[src/rtl/led_pkg.sv]
// Shared encodings for the LED pattern controller.
// Mode values match the 2-bit cfg_mode field.
package led_pkg;

  localparam logic [1:0] MODE_OFF   = 2'd0;
  localparam logic [1:0] MODE_ON    = 2'd1;
  localparam logic [1:0] MODE_BLINK = 2'd2;
  localparam logic [1:0] MODE_PWM   = 2'd3;

  typedef enum logic {
    ST_IDLE,
    ST_PEND
  } cfg_st_e;

endpackage

[src/rtl/tick_prescaler.sv]
// Timebase divider: one-clk tick pulse every DIV clocks.
// Count runs 0..DIV-1; tick is high while count == DIV-1.
module tick_prescaler #(
  parameter int DIV = 27_000
) (
  input  logic clk,
  input  logic rst,
  output logic tick
);

  localparam int W = $clog2(DIV);
  localparam logic [W-1:0] LAST = W'(DIV - 1);

  logic [W-1:0] r_cnt;
  logic         w_last;

  assign w_last = (r_cnt == LAST);
  assign tick   = w_last;

  always_ff @(posedge clk or posedge rst) begin
    if (rst) begin
      r_cnt <= '0;
    end else if (w_last) begin
      r_cnt <= '0;
    end else begin
      r_cnt <= r_cnt + 1'b1;
    end
  end

endmodule

[src/rtl/led_pattern_ctrl.sv]
// Multi-channel LED pattern generator (OFF/ON/BLINK/PWM).
// Config writes are shadowed and applied on the next tick.
module led_pattern_ctrl
  import led_pkg::*;
#(
  parameter int CH_NUM   = 4,
  parameter int TICK_DIV = 27_000,
  parameter int CNT_W    = 16,
  parameter int DUTY_W   = 8,
  localparam int CH_W    = (CH_NUM > 1) ? $clog2(CH_NUM) : 1
) (
  input  logic              clk,
  input  logic              rst,
  input  logic              cfg_valid,
  output logic              cfg_ready,
  input  logic [CH_W-1:0]   cfg_ch,
  input  logic [1:0]        cfg_mode,
  input  logic [CNT_W-1:0]  cfg_period,
  input  logic [DUTY_W-1:0] cfg_duty,
  output logic [CH_NUM-1:0] led_out
);

  localparam logic [CH_W:0] CH_LIM = (CH_W + 1)'(CH_NUM);

  logic              w_tick;
  logic              w_acc;
  logic              w_ch_ok;
  logic              w_apply;
  cfg_st_e           r_st;
  cfg_st_e           w_st_nxt;
  logic [CH_W-1:0]   r_sh_ch;
  logic [1:0]        r_sh_mode;
  logic [CNT_W-1:0]  r_sh_per;
  logic [DUTY_W-1:0] r_sh_duty;
  logic [DUTY_W-1:0] r_pwm;
  logic [CH_NUM-1:0] w_led_nxt;
  logic [CH_NUM-1:0] r_led;

  tick_prescaler #(
    .DIV (TICK_DIV)
  ) u_presc (
    .clk  (clk),
    .rst  (rst),
    .tick (w_tick)
  );

  assign cfg_ready = (r_st == ST_IDLE);
  assign w_acc     = cfg_valid && cfg_ready;
  assign w_ch_ok   = ({1'b0, cfg_ch} < CH_LIM);
  assign w_apply   = (r_st == ST_PEND) && w_tick;

  always_comb begin
    w_st_nxt = r_st;
    unique case (r_st)
      ST_IDLE: if (w_acc && w_ch_ok) w_st_nxt = ST_PEND;
      ST_PEND: if (w_tick) w_st_nxt = ST_IDLE;
      default: w_st_nxt = ST_IDLE;
    endcase
  end

  always_ff @(posedge clk or posedge rst) begin
    if (rst) begin
      r_st      <= ST_IDLE;
      r_sh_ch   <= '0;
      r_sh_mode <= MODE_OFF;
      r_sh_per  <= '0;
      r_sh_duty <= '0;
    end else begin
      r_st <= w_st_nxt;
      if (w_acc && w_ch_ok) begin
        r_sh_ch   <= cfg_ch;
        r_sh_mode <= cfg_mode;
        r_sh_per  <= cfg_period;
        r_sh_duty <= cfg_duty;
      end
    end
  end

  always_ff @(posedge clk or posedge rst) begin
    if (rst) begin
      r_pwm <= '0;
    end else begin
      r_pwm <= r_pwm + 1'b1;
    end
  end

  for (genvar i = 0; i < CH_NUM; i++) begin : g_ch
    logic [1:0]        r_mode;
    logic [CNT_W-1:0]  r_per;
    logic [CNT_W-1:0]  r_cnt;
    logic [DUTY_W-1:0] r_duty;
    logic              r_bst;
    logic              w_hit;
    logic              w_nxt;

    assign w_hit = w_apply && (r_sh_ch == CH_W'(i));

    // Apply restarts the blink phase lit; untouched channels keep counting.
    always_ff @(posedge clk or posedge rst) begin
      if (rst) begin
        r_mode <= MODE_OFF;
        r_per  <= '0;
        r_duty <= '0;
        r_cnt  <= '0;
        r_bst  <= 1'b0;
      end else if (w_hit) begin
        r_mode <= r_sh_mode;
        r_per  <= r_sh_per;
        r_duty <= r_sh_duty;
        r_cnt  <= '0;
        r_bst  <= 1'b1;
      end else if (w_tick) begin
        if (r_cnt == r_per) begin
          r_cnt <= '0;
          r_bst <= ~r_bst;
        end else begin
          r_cnt <= r_cnt + 1'b1;
        end
      end
    end

    always_comb begin
      w_nxt = 1'b0;
      unique case (r_mode)
        MODE_OFF:   w_nxt = 1'b0;
        MODE_ON:    w_nxt = 1'b1;
        MODE_BLINK: w_nxt = r_bst;
        MODE_PWM:   w_nxt = (r_pwm < r_duty);
        default:    w_nxt = 1'b0;
      endcase
    end

    assign w_led_nxt[i] = w_nxt;
  end

  always_ff @(posedge clk or posedge rst) begin
    if (rst) begin
      r_led <= '0;
    end else begin
      r_led <= w_led_nxt;
    end
  end

  assign led_out = r_led;

endmodule

[config.mk]
export PLATFORM = sky130hd
export DESIGN_NAME = led_pattern_ctrl
export DESIGN_NICKNAME = d
export VERILOG_FILES = /design/src/rtl/led_pkg.sv /design/src/rtl/tick_prescaler.sv /design/src/rtl/led_pattern_ctrl.sv
export SDC_FILE = /design/constraint.sdc
export NUM_CORES = 1
export LEC_CHECK = 0
export ABC_AREA = 0
export CAP_MARGIN = 20
export CORE_MARGIN = 2
export CORE_UTILIZATION = 45
export DETAILED_ROUTE_END_ITERATION = 6
export PLACE_DENSITY = 0.71
export SLEW_MARGIN = 20
export SYNTH_ARGS = -nofsm -noshare
export SYNTH_HDL_FRONTEND = slang
export SYNTH_SLANG_ARGS = --single-unit
[constraint.sdc]
create_clock -name clk -period 7.88 [get_ports clk]
set_input_delay 1.576 -clock clk [delete_from_list [all_inputs] [get_ports clk]]
set_output_delay 1.576 -clock clk [all_outputs]
set_load 0.005 [all_outputs]
Word level (Yosys, flattened, before mapping)
Cells that the tools add are included.
{ "totals": {"output_inout_bits": 5, "ram_bits": 0, "mem_count": 0, "word_cells": 118, "mem_bits_ro": 0, "reg_bits": 228, "latch_bits": 0} }
{ "op_classes": {"bitwise_logic": 5, "muxes": 32, "n_mul": 0, "magnitude_cmp": 4, "n_div": 0, "add_sub_neg": 6, "eq_ne": 20, "shifts": 0, "n_reduce_logical": 23} }
{ "ops": {"columns": ["cell", "count"], "rows": [
  ["$mux 16", 12],
  ["$add 16x1->16 const B", 4],
  ["$eq 16x16->1", 4],
  ["$lt 8x8->1", 4],
  ["$eq 2x2->1 const B", 10],
  ["$pmux 1 s4", 4],
  ["$reduce_bool 2->1", 8],
  ["$add 15x1->15 const B", 1],
  ["$eq 15x15->1 const B", 1],
  ["$mux 15", 1],
  ["$mux 1", 14],
  ["$eq 2x1->1 const B", 5],
  ["$logic_not 2->1", 5],
  ["$add 8x1->8 const B", 1],
  ["$reduce_and 2->1", 4],
  ["$logic_and 1x1->1", 6],
  ["$not 1->1", 5],
  ["$pmux 1 s2", 1]
]} }

Logic depth before layout (Yosys ltp)
Gate-level depths: netlist of the first run.
{ "depth": {"depth_word": 5, "mapped_depth": 9} }

Hierarchy
A second synthesis of the first run with hierarchy kept.
{ "hier_totals": {"cells_unflattened": 968, "hier_area_um2": 10940.5} }
{ "by_module_without_submodules": {"columns": ["mod", "seq_area_each_um2", "instances", "area_per_inst_um2", "cells_per_inst"], "rows": [
  ["led_pattern_ctrl", 5330.1, 1, 10219.8, 901],
  ["tick_prescaler", 375.4, 1, 720.7, 67]
]} }

Least setup slack after synthesis of the first run
Ideal clock, no wire load.
{ "synth_timing": {"kind": "register -> register", "from": "reg u_presc.r_cnt[7]", "to": "reg g_ch[1].r_per[10]", "period_less_slack_ns": 2.640, "t_arrival_ns": 2.515, "path_buffers": 3, "setup_time_ns": 0.125, "path_slack_ns": 5.240, "stages_incl_launch_ff": 8, "cell_sequence": "dfrtp_1 > or4b_4 > or4_4 > buf_6 > nor3_2 > buf_2 > buf_2 > mux2_2"} }
{ "synth_between": {"elab_chain_cells": 3} }
{ "synth_rtl": {"columns": ["item", "line", "source"], "rows": [
  ["from (decl)", "tick_prescaler.sv:14", "logic [W-1:0] r_cnt;"],
  ["from (signal assigned)", "tick_prescaler.sv:26", "r_cnt <= r_cnt + 1'b1;"],
  ["$eq 15x15->1", "tick_prescaler.sv:17", "assign w_last = (r_cnt == LAST);"],
  ["$logic_and 1x1->1", "led_pattern_ctrl.sv:50", "assign w_apply = (r_st == ST_PEND) && w_tick;"],
  ["$logic_and 1x1->1", "led_pattern_ctrl.sv:96", "assign w_hit = w_apply && (r_sh_ch == CH_W'(i));"],
  ["to (signal assigned)", "led_pattern_ctrl.sv:108", "r_per <= r_sh_per;"],
  ["to (decl)", "led_pattern_ctrl.sv:89", "logic [CNT_W-1:0] r_per;"]
]} }
No other way between the ends.
A chain may end at the register's enable or synchronous reset.

Final worst setup path of the first run
{ "layout_timing": {"from": "reg u_presc.r_cnt[7]", "to": "reg g_ch[0].r_bst"} }
{ "layout_between": {"elab_chain_cells": 5, "elab_cells_between_ends": 7, "classes_between": "eq/ne: 1; mux: 1; reduce/logical: 5"} }
{ "layout_rtl": {"columns": ["item", "line", "source"], "rows": [
  ["$eq 15x15->1 *", "tick_prescaler.sv:17", null],
  ["$logic_and 1x1->1", "led_pattern_ctrl.sv:50", null],
  ["$logic_and 1x1->1", "led_pattern_ctrl.sv:96", null],
  ["$reduce_bool 2->1 (no source line)", null, null],
  ["$reduce_and 2->1 (no source line)", null, null],
  ["to (signal assigned)", "led_pattern_ctrl.sv:115", "r_bst <= ~r_bst;"],
  ["to (decl)", "led_pattern_ctrl.sv:92", "logic r_bst;"]
]} }
Mark *: on every way between the ends. The rest lies on a longest branch, timed or not.

==> out/summary.txt, run 1 <==
status: finished clean
Routed Antenna Nets: 0
design area: 0.01275 mm2
Setup WS pre-CTS: 3.959 ns
Unique masters post-synth: 51
total number of vias: 7,898
H-tree level count: 1
syn nets: 1,134
I/O pin total: 36
CTS Hold Buffers Added: 0
final WL: 24.95 mm
DRT iter0 DRCs: 802
RSZ-0062 raised after global routing: no
critical-path maximum fanout: 69
die extent in x: 161.7 um
nets: 1,162
Layout Cells excl Fill: 1,440
startpoint type of the worst setup path: register
Lkg Pwr: 6.065 nW
layout cell share with drive strength beyond 1: 12.90%
Synth Register Bits: 228
Setup crit end kind: register
GRT Total Usage: 19.64%
starting density of the core: 45.88%
Via density: 5.485
crit path DAT: 4.49 ns
postcts setup bufs: 0
CP Class: register to register
placed inst area: 0.01184 mm2
total congestion overflow: 0
Synth Instances: 1,069
global-route track usage on met1: 28.50%
Sum Neg Setup Slack: 0 ns
clock root buffer: clkbuf_16
sequential area share after synthesis: 50.99%
Num CTS Buffers: 26
min Tclk post-route: 4.032 ns
HP Class: register to register
Die Y: 161.7 um
dpl hpwl: 16.29 mm
EDFF count, synth: 0
drt pass-1 iters: 6
fin worst setup slack: 3.848 ns
Worst-Skew Late Latency: 0.53 ns
max-cap viol count: 0
multi-input combinational cell area: 0.005130 mm2
hold slack: 0.4836 ns
CTS sink count: 228
largest net degree at the start of global routing: 85
origin of the critical flop-to-flop path: u_presc.r_cnt[7]$_DFF_PP0_
DRC violation count after routing: 0
die area: 0.02614 mm2
Peak VDD IR: 0.1492 mV
HP Start: g_ch[3].r_duty[0]$_DFFE_PP0P_
Avg Cell Area, Syn: 10.47 um2
commonest cells after routing, fill and taps aside: 228 x dfrtp_1, 188 x nand2_1, 60 x nor2_1
number of warning messages in the yosys log: 0
GPL Wtd Cong: 0.7680
TritonCTS clock tree: built
vias in the first global route: 7,752
Worst Skew: 0.01299 ns
filler cell count in the final layout: 2,119
final hold viol count: 0
clock tree buffer depth: 3
Netlist Area Pre-Place: 0.01119 mm2
final setup vio count: 0
grt met2 use: 31.24%
ys flop type: dfrtp_1
max-slew violation count: 0
worst setup path start: u_presc.r_cnt[7]$_DFF_PP0_
Core Footprint: 0.02439 mm2
Synth async-reset ratio: 100.0%
first-pass GRT wire length: 41.41 mm
Worst EP required: 8.33 ns
ant diodes: 0
sequential cell area: 0.005705 mm2
row count: 57
pwr/cell area: 214.1 mW/mm2
Top Usage Layer GRT: met2
worst slew pin tran: 1.006 ns
Port Buf Inserts: 35
post_cts resized: 0
placed cell count: 1,393
area grow syn2layout: 13.94%
initial antenna violation count: 0
period utilisation layout: 51.16%
clock transition at the registers of the reported paths: 0.06 ns
max_slew headroom: 32.91%
Fmax: 0.2480 GHz
WL per Instance: 17.33 um
most common cell after layout, fill and taps aside: dfrtp_1
GRT met3 Usage: 3.039%
-- sequential cells by signal, indices dropped and copies added, names as in the netlist, 8 cells and up --
| name | count |
|---|---|
| g_ch.r_cnt | 64 |
| g_ch.r_duty | 32 |
| g_ch.r_mode | 8 |
| g_ch.r_per | 64 |
| r_pwm | 8 |
| r_sh_duty | 8 |
| r_sh_per | 16 |
| u_presc.r_cnt | 15 |
-- cells by family (layout without fill, tap and decap cells) --
family                     Yosys count  count (layout)  synth area share, %
and+or+nand+nor                    409             409                17.20
DFF                                228             228                50.99
AOI/OAI and AO/OA                  119             119                7.022
xor gates and xnor gates           112             112                8.767
buffers and inverters               89             136                3.545
muxes                               78              78                8.677
adders and majority gates           34              34                3.802
-- report_power, final --
part	switching, W	internal, W
Sequential	0.000136	0.00123
Clock	0.000472	0.000780
Combinational	0.0000528	0.0000629
-- per-layer routing --
metal,vias up,wire length [um]
li1,3728,-
met1,3968,11700
met2,168,11630
met3,34,1191
met4,0,429
met5,-,0
-- final timing paths --
kind,to,slack (ns),depth (start not counted)
hold reg to reg,g_ch[3].r_duty[0]$_DFFE_PP0P_,0.48,2
setup / recovery,g_ch[0].r_bst$_DFFE_PP0P_,3.85,6
hold / removal,g_ch[3].r_duty[0]$_DFFE_PP0P_,0.48,2
min in group asynchronous,g_ch[3].r_duty[4]$_DFFE_PP0P_,1.51,2
setup reg to reg,g_ch[0].r_bst$_DFFE_PP0P_,3.85,6
max in group asynchronous,r_sh_per[7]$_DFFE_PP0P_,4.91,3
-- critical path: stages, from the launching register on --
cell and delay, ns:
dfrtp_1 0.44, or4b_4 0.57, or4_4 0.52, buf_4 0.37, or3_2 1.01, a21oi_2 0.68, o32a_1 0.26
-- per-stage QoR --
stage / utilization [%] / total power [W]
after floorplan: - / 0.001380
after global placement: 48.54 / 0.001493
after detailed placement: 48.54 / 0.001497
after CTS: 52.27 / 0.002749
after global routing: 52.27 / 0.002818
final: 52.27 / 0.002729
-- cells in the mapped netlist (2+ instances only) --
| master | n | share of area [%] |
|---|---|---|
| dfrtp_1 | 228 | 51 |
| nand2_1 | 188 | 6.3 |
| nor2_1 | 60 | 2.0 |
| xnor2_1 | 58 | 4.5 |
| xor2_1 | 54 | 4.2 |
| mux2_2 | 48 | 4.8 |
| inv_1 | 44 | 1.5 |
| ha_1 | 34 | 3.8 |
| nand4_1 | 34 | 1.9 |
| nand3_1 | 33 | 1.5 |
| o21ai_0 | 33 | 1.5 |
| nor3_1 | 28 | 1.3 |
| mux2_4 | 26 | 3.5 |
| clkbuf_1 | 21 | 0.70 |
| a21o_1 | 15 | 1.0 |
| and3_1 | 14 | 0.78 |
| buf_2 | 14 | 0.63 |
| o31ai_1 | 14 | 0.94 |
| a21oi_1 | 13 | 0.58 |
| nor4_1 | 12 | 0.67 |
| a31oi_1 | 10 | 0.56 |
| a22o_1 | 8 | 0.63 |
| nand2b_1 | 7 | 0.39 |
| or3_1 | 7 | 0.39 |
| a211oi_1 | 5 | 0.34 |
| and4_1 | 5 | 0.39 |
| buf_6 | 5 | 0.50 |
| o22ai_1 | 5 | 0.28 |
| and2_1 | 4 | 0.22 |
| mux2i_1 | 4 | 0.36 |
| nor3_2 | 4 | 0.36 |
| o21ai_1 | 4 | 0.18 |
| a221o_1 | 3 | 0.27 |
| buf_1 | 3 | 0.10 |
| nor2b_1 | 3 | 0.17 |
| buf_4 | 2 | 0.13 |
| nor3b_1 | 2 | 0.13 |
| nor4_2 | 2 | 0.22 |
| o21a_1 | 2 | 0.13 |
| o32a_1 | 2 | 0.18 |
-- layout make-up --
type                            count  area share (%)
Clock buffer                       39           6.438
Timing Repair Buffer               45           3.337
Inverter                           44           1.354
Multi-Input combinational cell    752           40.24
Sequential cell                   228           44.75
Tap cell                          324           3.180
Clock inverter                      8          0.7066
No activity file was read; power rests on OpenSTA's default activity.
==> run 2, diff against run 1 <==
--- a/config.mk
+++ b/config.mk
@@ -10,7 +10,7 @@
 export CORE_MARGIN = 2
 export CORE_UTILIZATION = 45
 export DETAILED_ROUTE_END_ITERATION = 6
-export PLACE_DENSITY = 0.71
+export PLACE_DENSITY = 0.69
 export SLEW_MARGIN = 20
 export SYNTH_ARGS = -nofsm -noshare
 export SYNTH_HDL_FRONTEND = slang
==> constraint.sdc (replaced) <==
create_clock -name clk -period 3.9 [get_ports clk]
set_input_delay 0.78 -clock clk [delete_from_list [all_inputs] [get_ports clk]]
set_output_delay 0.78 -clock clk [all_outputs]
set_load 0.005 [all_outputs]
==> out/summary.txt, run 2 (synthesis results as in run 1) <==
Worst EP required: 4.30 ns (-4.03 ns)
final WL: 24.87 mm (-0.33%)
crit-path cells: or4b_4 -> or4_4 -> buf_4 -> nor3_4 -> o21a_1 -> nor2_1
Fmax: 0.3084 GHz (+24%)
dpl hpwl: 16.99 mm (+4.3%)
top cell family by delay on the critical path: simple AND/OR/NAND/NOR gates
Largest regs: g_ch.r_cnt (64), g_ch.r_per (64), g_ch.r_duty (32)
initial antenna violation count: 0 (unchanged)
die extent in x: 161.7 um (unchanged)
Sum Neg Setup Slack: 0 ns (unchanged)
Layout Cells excl Fill: 1,447 (+0.49%)
Die Y: 161.7 um (unchanged)
Lkg Pwr: 6.099 nW (+0.57%)
min Tclk post-route: 3.243 ns (-0.7890 ns)
GRT Total Usage: 19.84% (+0.20 points)
nets: 1,170 (+0.69%)
max-slew violation count: 0 (unchanged)
Peak VDD IR: 0.3087 mV (+110%)
final core utilization: 52.62% (+0.35 points)
H-tree level count: 1 (unchanged)
die area: 0.02614 mm2 (unchanged)
DRT iter0 DRCs: 600 (-25%)
Buf/Inv on CP: 1 (unchanged)
row count: 57 (unchanged)
CP max stage cell: or4_4
TritonCTS clock tree: built
clock root buffer: clkbuf_16
worst slew pin tran: 0.9950 ns (-0.01131 ns)
postcts setup bufs: 0 (unchanged)
Via density: 5.433 (-0.95%)
clock transition at the registers of the reported paths: 0.06 ns (about the same)
status: finished clean
Routed Antenna Nets: 0 (unchanged)
total number of vias: 7,861 (-0.47%)
total congestion overflow: 0 (unchanged)
I/O pin total: 36 (unchanged)
starting density of the core: 45.88% (unchanged)
final setup vio count: 0 (unchanged)
Setup WS pre-CTS: 0.6839 ns (-3.276 ns)
commonest cells after routing, fill and taps aside: 228 x dfrtp_1, 188 x nand2_1, 60 x nor2_1
GPL Wtd Cong: 0.8287 (+7.9%)
crit path DAT: 3.64 ns (-0.85 ns)
max_slew headroom: 33.53% (+0.61 points)
clock tree buffer depth: 3 (unchanged)
startpoint type of the worst setup path: register
CTS Hold Buffers Added: 0 (unchanged)
max-cap viol count: 0 (unchanged)
vias in the first global route: 7,874 (+1.6%)
post_cts resized: 0 (unchanged)
hold slack: 0.4779 ns (-0.005721 ns)
DRC violation count after routing: 0 (unchanged)
period utilisation layout: 83.15% (+32 points)
WL per Instance: 17.19 um (-0.81%)
area grow syn2layout: 14.70%
first-pass GRT wire length: 42.06 mm (+1.6%)
CTS sink count: 228 (unchanged)
pwr/cell area: 431.7 mW/mm2 (+100%)
Port Buf Inserts: 35 (unchanged)
Setup crit end kind: register
CP Class: register to register
fin worst setup slack: 0.6573 ns (-3.191 ns)
most common cell after layout, fill and taps aside: dfrtp_1
Core Footprint: 0.02439 mm2 (unchanged)
final hold viol count: 0 (unchanged)
layout cell share with drive strength beyond 1: 13.36% (+0.45 points)
ant diodes: 0 (unchanged)
Worst Skew: 0.03076 ns (+0.01777 ns)
RSZ-0062 raised after global routing: no
drt pass-1 iters: 5 (-1)
placed cell count: 1,402 (+0.65%)
Num CTS Buffers: 25 (-3.8%)
HP Class: register to register
Largest stage delay, worst path: 0.68 ns (-0.33 ns)
Worst-Skew Late Latency: 0.53 ns (about the same)
critical-path maximum fanout: 19 (-72%)
largest net degree at the start of global routing: 53 (-38%)
==> run 2: cell count changes in the layout (fill, tap and decap cells not counted), moves of 2 or more <==
| cell | change |
|---|---|
| clkbuf_16 | -2 |
| clkbuf_8 | -6 |
| clkinvlp_4 | +2 |
| bufinv_16 | +3 |
| buf_4 | +6 |
| buf_12 | +3 |
==> run 2: final cells by class <==
type	instances	area, um2
fillers	2124	11560
flip-flops and latches	228	5705
multi-input cells	752	5130
clock buffers	32	691.9
repair buffers	54	530.5
well taps	324	405.4
clock inverters	13	202.7
inverters	44	168.9
==> run 2: per-stage QoR <==
stage / instance area, um2 / total power (W)
after floorplan: 11190 / 0.002790
after global placement: 11940 / 0.003035
after detailed placement: 11940 / 0.003039
after CTS: 12830 / 0.005591
after global routing: 12830 / 0.005718
final: 12830 / 0.005541
==> run 2: final timing paths <==
| check | start | end | slack, ns | depth (start not counted) |
|---|---|---|---|---|
| setup / recovery | u_presc.r_cnt[7]$_DFF_PP0_ | g_ch[3].r_cnt[11]$_DFFE_PP0P_ | 0.66 | 6 |
| hold / removal | g_ch[2].r_duty[0]$_DFFE_PP0P_ | g_ch[2].r_duty[0]$_DFFE_PP0P_ | 0.48 | 2 |
| setup reg to reg | u_presc.r_cnt[7]$_DFF_PP0_ | g_ch[3].r_cnt[11]$_DFFE_PP0P_ | 0.66 | 6 |
| hold reg to reg | g_ch[2].r_duty[0]$_DFFE_PP0P_ | g_ch[2].r_duty[0]$_DFFE_PP0P_ | 0.48 | 2 |
| max in group asynchronous | rst | g_ch[0].r_per[11]$_DFFE_PP0P_ | 2.27 | 3 |
| min in group asynchronous | rst | r_pwm[6]$_DFF_PP0_ | 0.79 | 2 |
==> run 2: worst register-to-register path, stage by stage, from the launching register on <==
cell,delay (ns)
dfrtp_1,0.42
or4b_4,0.56
or4_4,0.68
buf_4,0.28
nor3_4,0.62
o21a_1,0.47
nor2_1,0.11
==> run 2: where the power goes <==
part | internal (W) | switching, W | total [W]
sequential | 0.00248 | 0.000273 | 0.00275
clock | 0.00159 | 0.000962 | 0.00255
combinational | 0.000134 | 0.000109 | 0.000243
total | 0.00420 | 0.00134 | 0.00554
==> run 2: metal layers <==
layer	wire (um)	GRT usage [%]	vias up
met2	11720	32.42	166
met3	1111	2.860	32
met4	468	4.103	0
li1	-	-	3745
met1	11570	28.47	3918
met5	0	0	-
==> run 3, diff against run 2 <==
--- a/config.mk
+++ b/config.mk
@@ -10,7 +10,7 @@
 export CORE_MARGIN = 2
 export CORE_UTILIZATION = 45
 export DETAILED_ROUTE_END_ITERATION = 6
-export PLACE_DENSITY = 0.69
+export PLACE_DENSITY = 0.71
 export SLEW_MARGIN = 20
 export SYNTH_ARGS = -nofsm -noshare
 export SYNTH_HDL_FRONTEND = slang
==> constraint.sdc (replaced) <==
create_clock -name clk -period 2.72 [get_ports clk]
set_input_delay 0.544 -clock clk [delete_from_list [all_inputs] [get_ports clk]]
set_output_delay 0.544 -clock clk [all_outputs]
set_load 0.005 [all_outputs]
==> out/summary.txt, run 3 (synthesis results as in run 1) <==
Comb power frac: 4.6% (+0.2 points)
CP Class: register to register
status: finished clean
CP most frequent cell: buf_6
die area: 0.02614 mm2 (unchanged)
Largest regs: g_ch.r_cnt (64), g_ch.r_per (64), g_ch.r_duty (32)
CTS Hold Buffers Added: 0 (unchanged)
Setup WS pre-CTS: -0.1240 ns (-0.8079 ns)
crit path DAT: 3.11 ns (-0.53 ns)
design area: 0.01304 mm2 (+1.6%)
row count: 57 (unchanged)
I/O pin total: 36 (unchanged)
Setup crit end kind: register
Peak VDD IR: 0.5538 mV (+79%)
CP max stage cell: or4_4
placed inst area: 0.01220 mm2 (+2.2%)
layout cell share with drive strength beyond 1: 14.86% (+1.5 points)
crit-path cells: or4b_4 -> or4_4 -> buf_6 -> or3_4 -> buf_6 -> a21oi_4 -> o32a_1
pwr/cell area: 581.3 mW/mm2 (+35%)
Int Pwr: 0.005682 W (+35%)
nets: 1,193 (+2.0%)
TritonCTS clock tree: built
Largest stage delay, worst path: 0.58 ns (-0.10 ns)
Lkg Pwr: 6.206 nW (+1.7%)
min Tclk post-route: 2.653 ns (-0.5894 ns)
filler cell count in the final layout: 2,081 (-2.0%)
largest net degree at the start of global routing: 93 (+75%)
WL per Instance: 17.16 um (-0.12%)
Via density: 5.424 (-0.15%)
total number of vias: 7,963 (+1.3%)
final setup vio count: 0 (unchanged)
DRC violation count after routing: 0 (unchanged)
Worst Skew: 0.01687 ns (-0.01389 ns)
most common cell after layout, fill and taps aside: dfrtp_1
NetSw: 0.001897 W (+41%)
clock tree buffer depth: 3 (unchanged)
DRT iter0 DRCs: 681 (+14%)
commonest cells after routing, fill and taps aside: 228 x dfrtp_1, 188 x nand2_1, 60 x nor2_1
final WL: 25.20 mm (+1.3%)
Fmax: 0.3769 GHz (+22%)
Port Buf Inserts: 35 (unchanged)
drt pass-1 iters: 5 (unchanged)
starting density of the core: 45.88% (unchanged)
max-cap viol count: 0 (unchanged)
power share of the clock group: 43.1% (-2.9 points)
clock root buffer: clkbuf_16
Die Y: 161.7 um (unchanged)
worst slew pin tran: 0.6057 ns (-0.3893 ns)
dpl hpwl: 17.20 mm (+1.3%)
GRT Total Usage: 19.64% (-0.20 points)
Worst EP required: 3.17 ns (-1.13 ns)
placed cell count: 1,422 (+1.4%)
Sum Neg Setup Slack: 0 ns (unchanged)
HP Class: register to register
area grow syn2layout: 16.52%
max_slew headroom: 59.31% (+26 points)
Core Footprint: 0.02439 mm2 (unchanged)
first-pass GRT wire length: 41.37 mm (-1.7%)
sequential power share: 52.3% (+2.7 points)
startpoint type of the worst setup path: register
reg2reg path depth: 7 (+1)
GPL Wtd Cong: 0.8206 (-0.98%)
total congestion overflow: 0 (unchanged)
critical-path maximum fanout: 6 (-13)
fin worst setup slack: 0.06671 ns (-0.5906 ns)
max-slew violation count: 0 (unchanged)
initial antenna violation count: 0 (unchanged)
Num CTS Buffers: 25 (unchanged)
ant diodes: 0 (unchanged)
H-tree level count: 1 (unchanged)
Layout Cells excl Fill: 1,468 (+1.5%)
Switching Fraction: 25.03% (+0.76 points)
period utilisation layout: 97.55% (+14 points)
Worst-Skew Late Latency: 0.52 ns (about the same)
Routed Antenna Nets: 0 (unchanged)
clock transition at the registers of the reported paths: 0.06 ns (about the same)
die extent in x: 161.7 um (unchanged)
final hold viol count: 0 (unchanged)
hold path depth: 2 (unchanged)
CTS sink count: 228 (unchanged)
vias in the first global route: 7,989 (+1.5%)
==> run 3: changes by cell type in the layout (fill, tap and decap cells not counted), sizes merged <==
cell / before / now
buf: 19 / 42
bufinv: 5 / 1
clkbuf: 32 / 36
clkinvlp: 2 / 1
inv: 45 / 44
==> run 3: layout make-up <==
class / count / area, um2 / share of cell area [%]
multi-input combinational: 752 / 5139 / 39.41
timing repair buffer: 77 / 828.3 / 6.353
inverter: 44 / 168.9 / 1.296
tap: 324 / 405.4 / 3.109
clock inverter: 7 / 63.81 / 0.4894
sequential: 228 / 5705 / 43.76
clock buffer: 36 / 726.9 / 5.576
==> run 3: path summary, 6_finish.rpt <==
check | slack, ns | to | from
worst max-delay path | 0.07 | g_ch[2].r_bst$_DFFE_PP0P_ | u_presc.r_cnt[3]$_DFF_PP0_
worst min-delay path | 0.48 | g_ch[2].r_duty[0]$_DFFE_PP0P_ | g_ch[2].r_duty[0]$_DFFE_PP0P_
worst max register to register | 0.07 | g_ch[2].r_bst$_DFFE_PP0P_ | u_presc.r_cnt[3]$_DFF_PP0_
worst min register to register | 0.48 | g_ch[2].r_duty[0]$_DFFE_PP0P_ | g_ch[2].r_duty[0]$_DFFE_PP0P_
max in group asynchronous | 1.72 | g_ch[3].r_per[4]$_DFFE_PP0P_ | rst
min in group asynchronous | 0.51 | u_presc.r_cnt[10]$_DFF_PP0_ | rst
==> run 3: metal layers <==
layer	track usage, %	up-vias	part of all wire, %
met5	0	-	0
met4	5.953	0	2.5
met3	2.860	44	5.1
met2	31.80	179	46
met1	27.61	3945	46
li1	-	3795	-
==> run 3: per-stage QoR <==
| stage | total power, W | hold slack (ns) | util, % |
|---|---|---|---|
| after floorplan | 0.004000 | 0.4398 | - |
| after CTS | 0.007649 | 0.4775 | 53.32 |
| after global placement | 0.004356 | 0.4601 | 50.03 |
| after global routing | 0.007843 | 0.5064 | 53.45 |
| final | 0.007579 | 0.4774 | 53.45 |
| after detailed placement | 0.004368 | 0.4629 | 50.03 |
==> run 3: critical path, delay by kind of cell (launching register included) <==
family                 cells  cell delay, ns
AOI/OAI and AO/OA          2            0.39
buffers and inverters      2            0.32
DFF                        1            0.37
and+or+nand+nor            3            1.50
==> run 3: power groups by stage <==
stage | Sequential (W) | Combinational (W) | Clock, W
after floorplan | 0.00376 | 0.000237 | 0
after global placement | 0.00401 | 0.000343 | 0
after detailed placement | 0.00402 | 0.000351 | 0
after CTS | 0.00396 | 0.000356 | 0.00333
after global routing | 0.00398 | 0.000387 | 0.00348
final | 0.00396 | 0.000348 | 0.00327
==> run 3: timing repair <==
action                                  4_1_cts  5_1_grt
buffers inserted                              1        1
endpoints found under the setup margin       31       39
cloned                                        0        1
gates resized for setup                       2        5
pin swaps                                     2        4
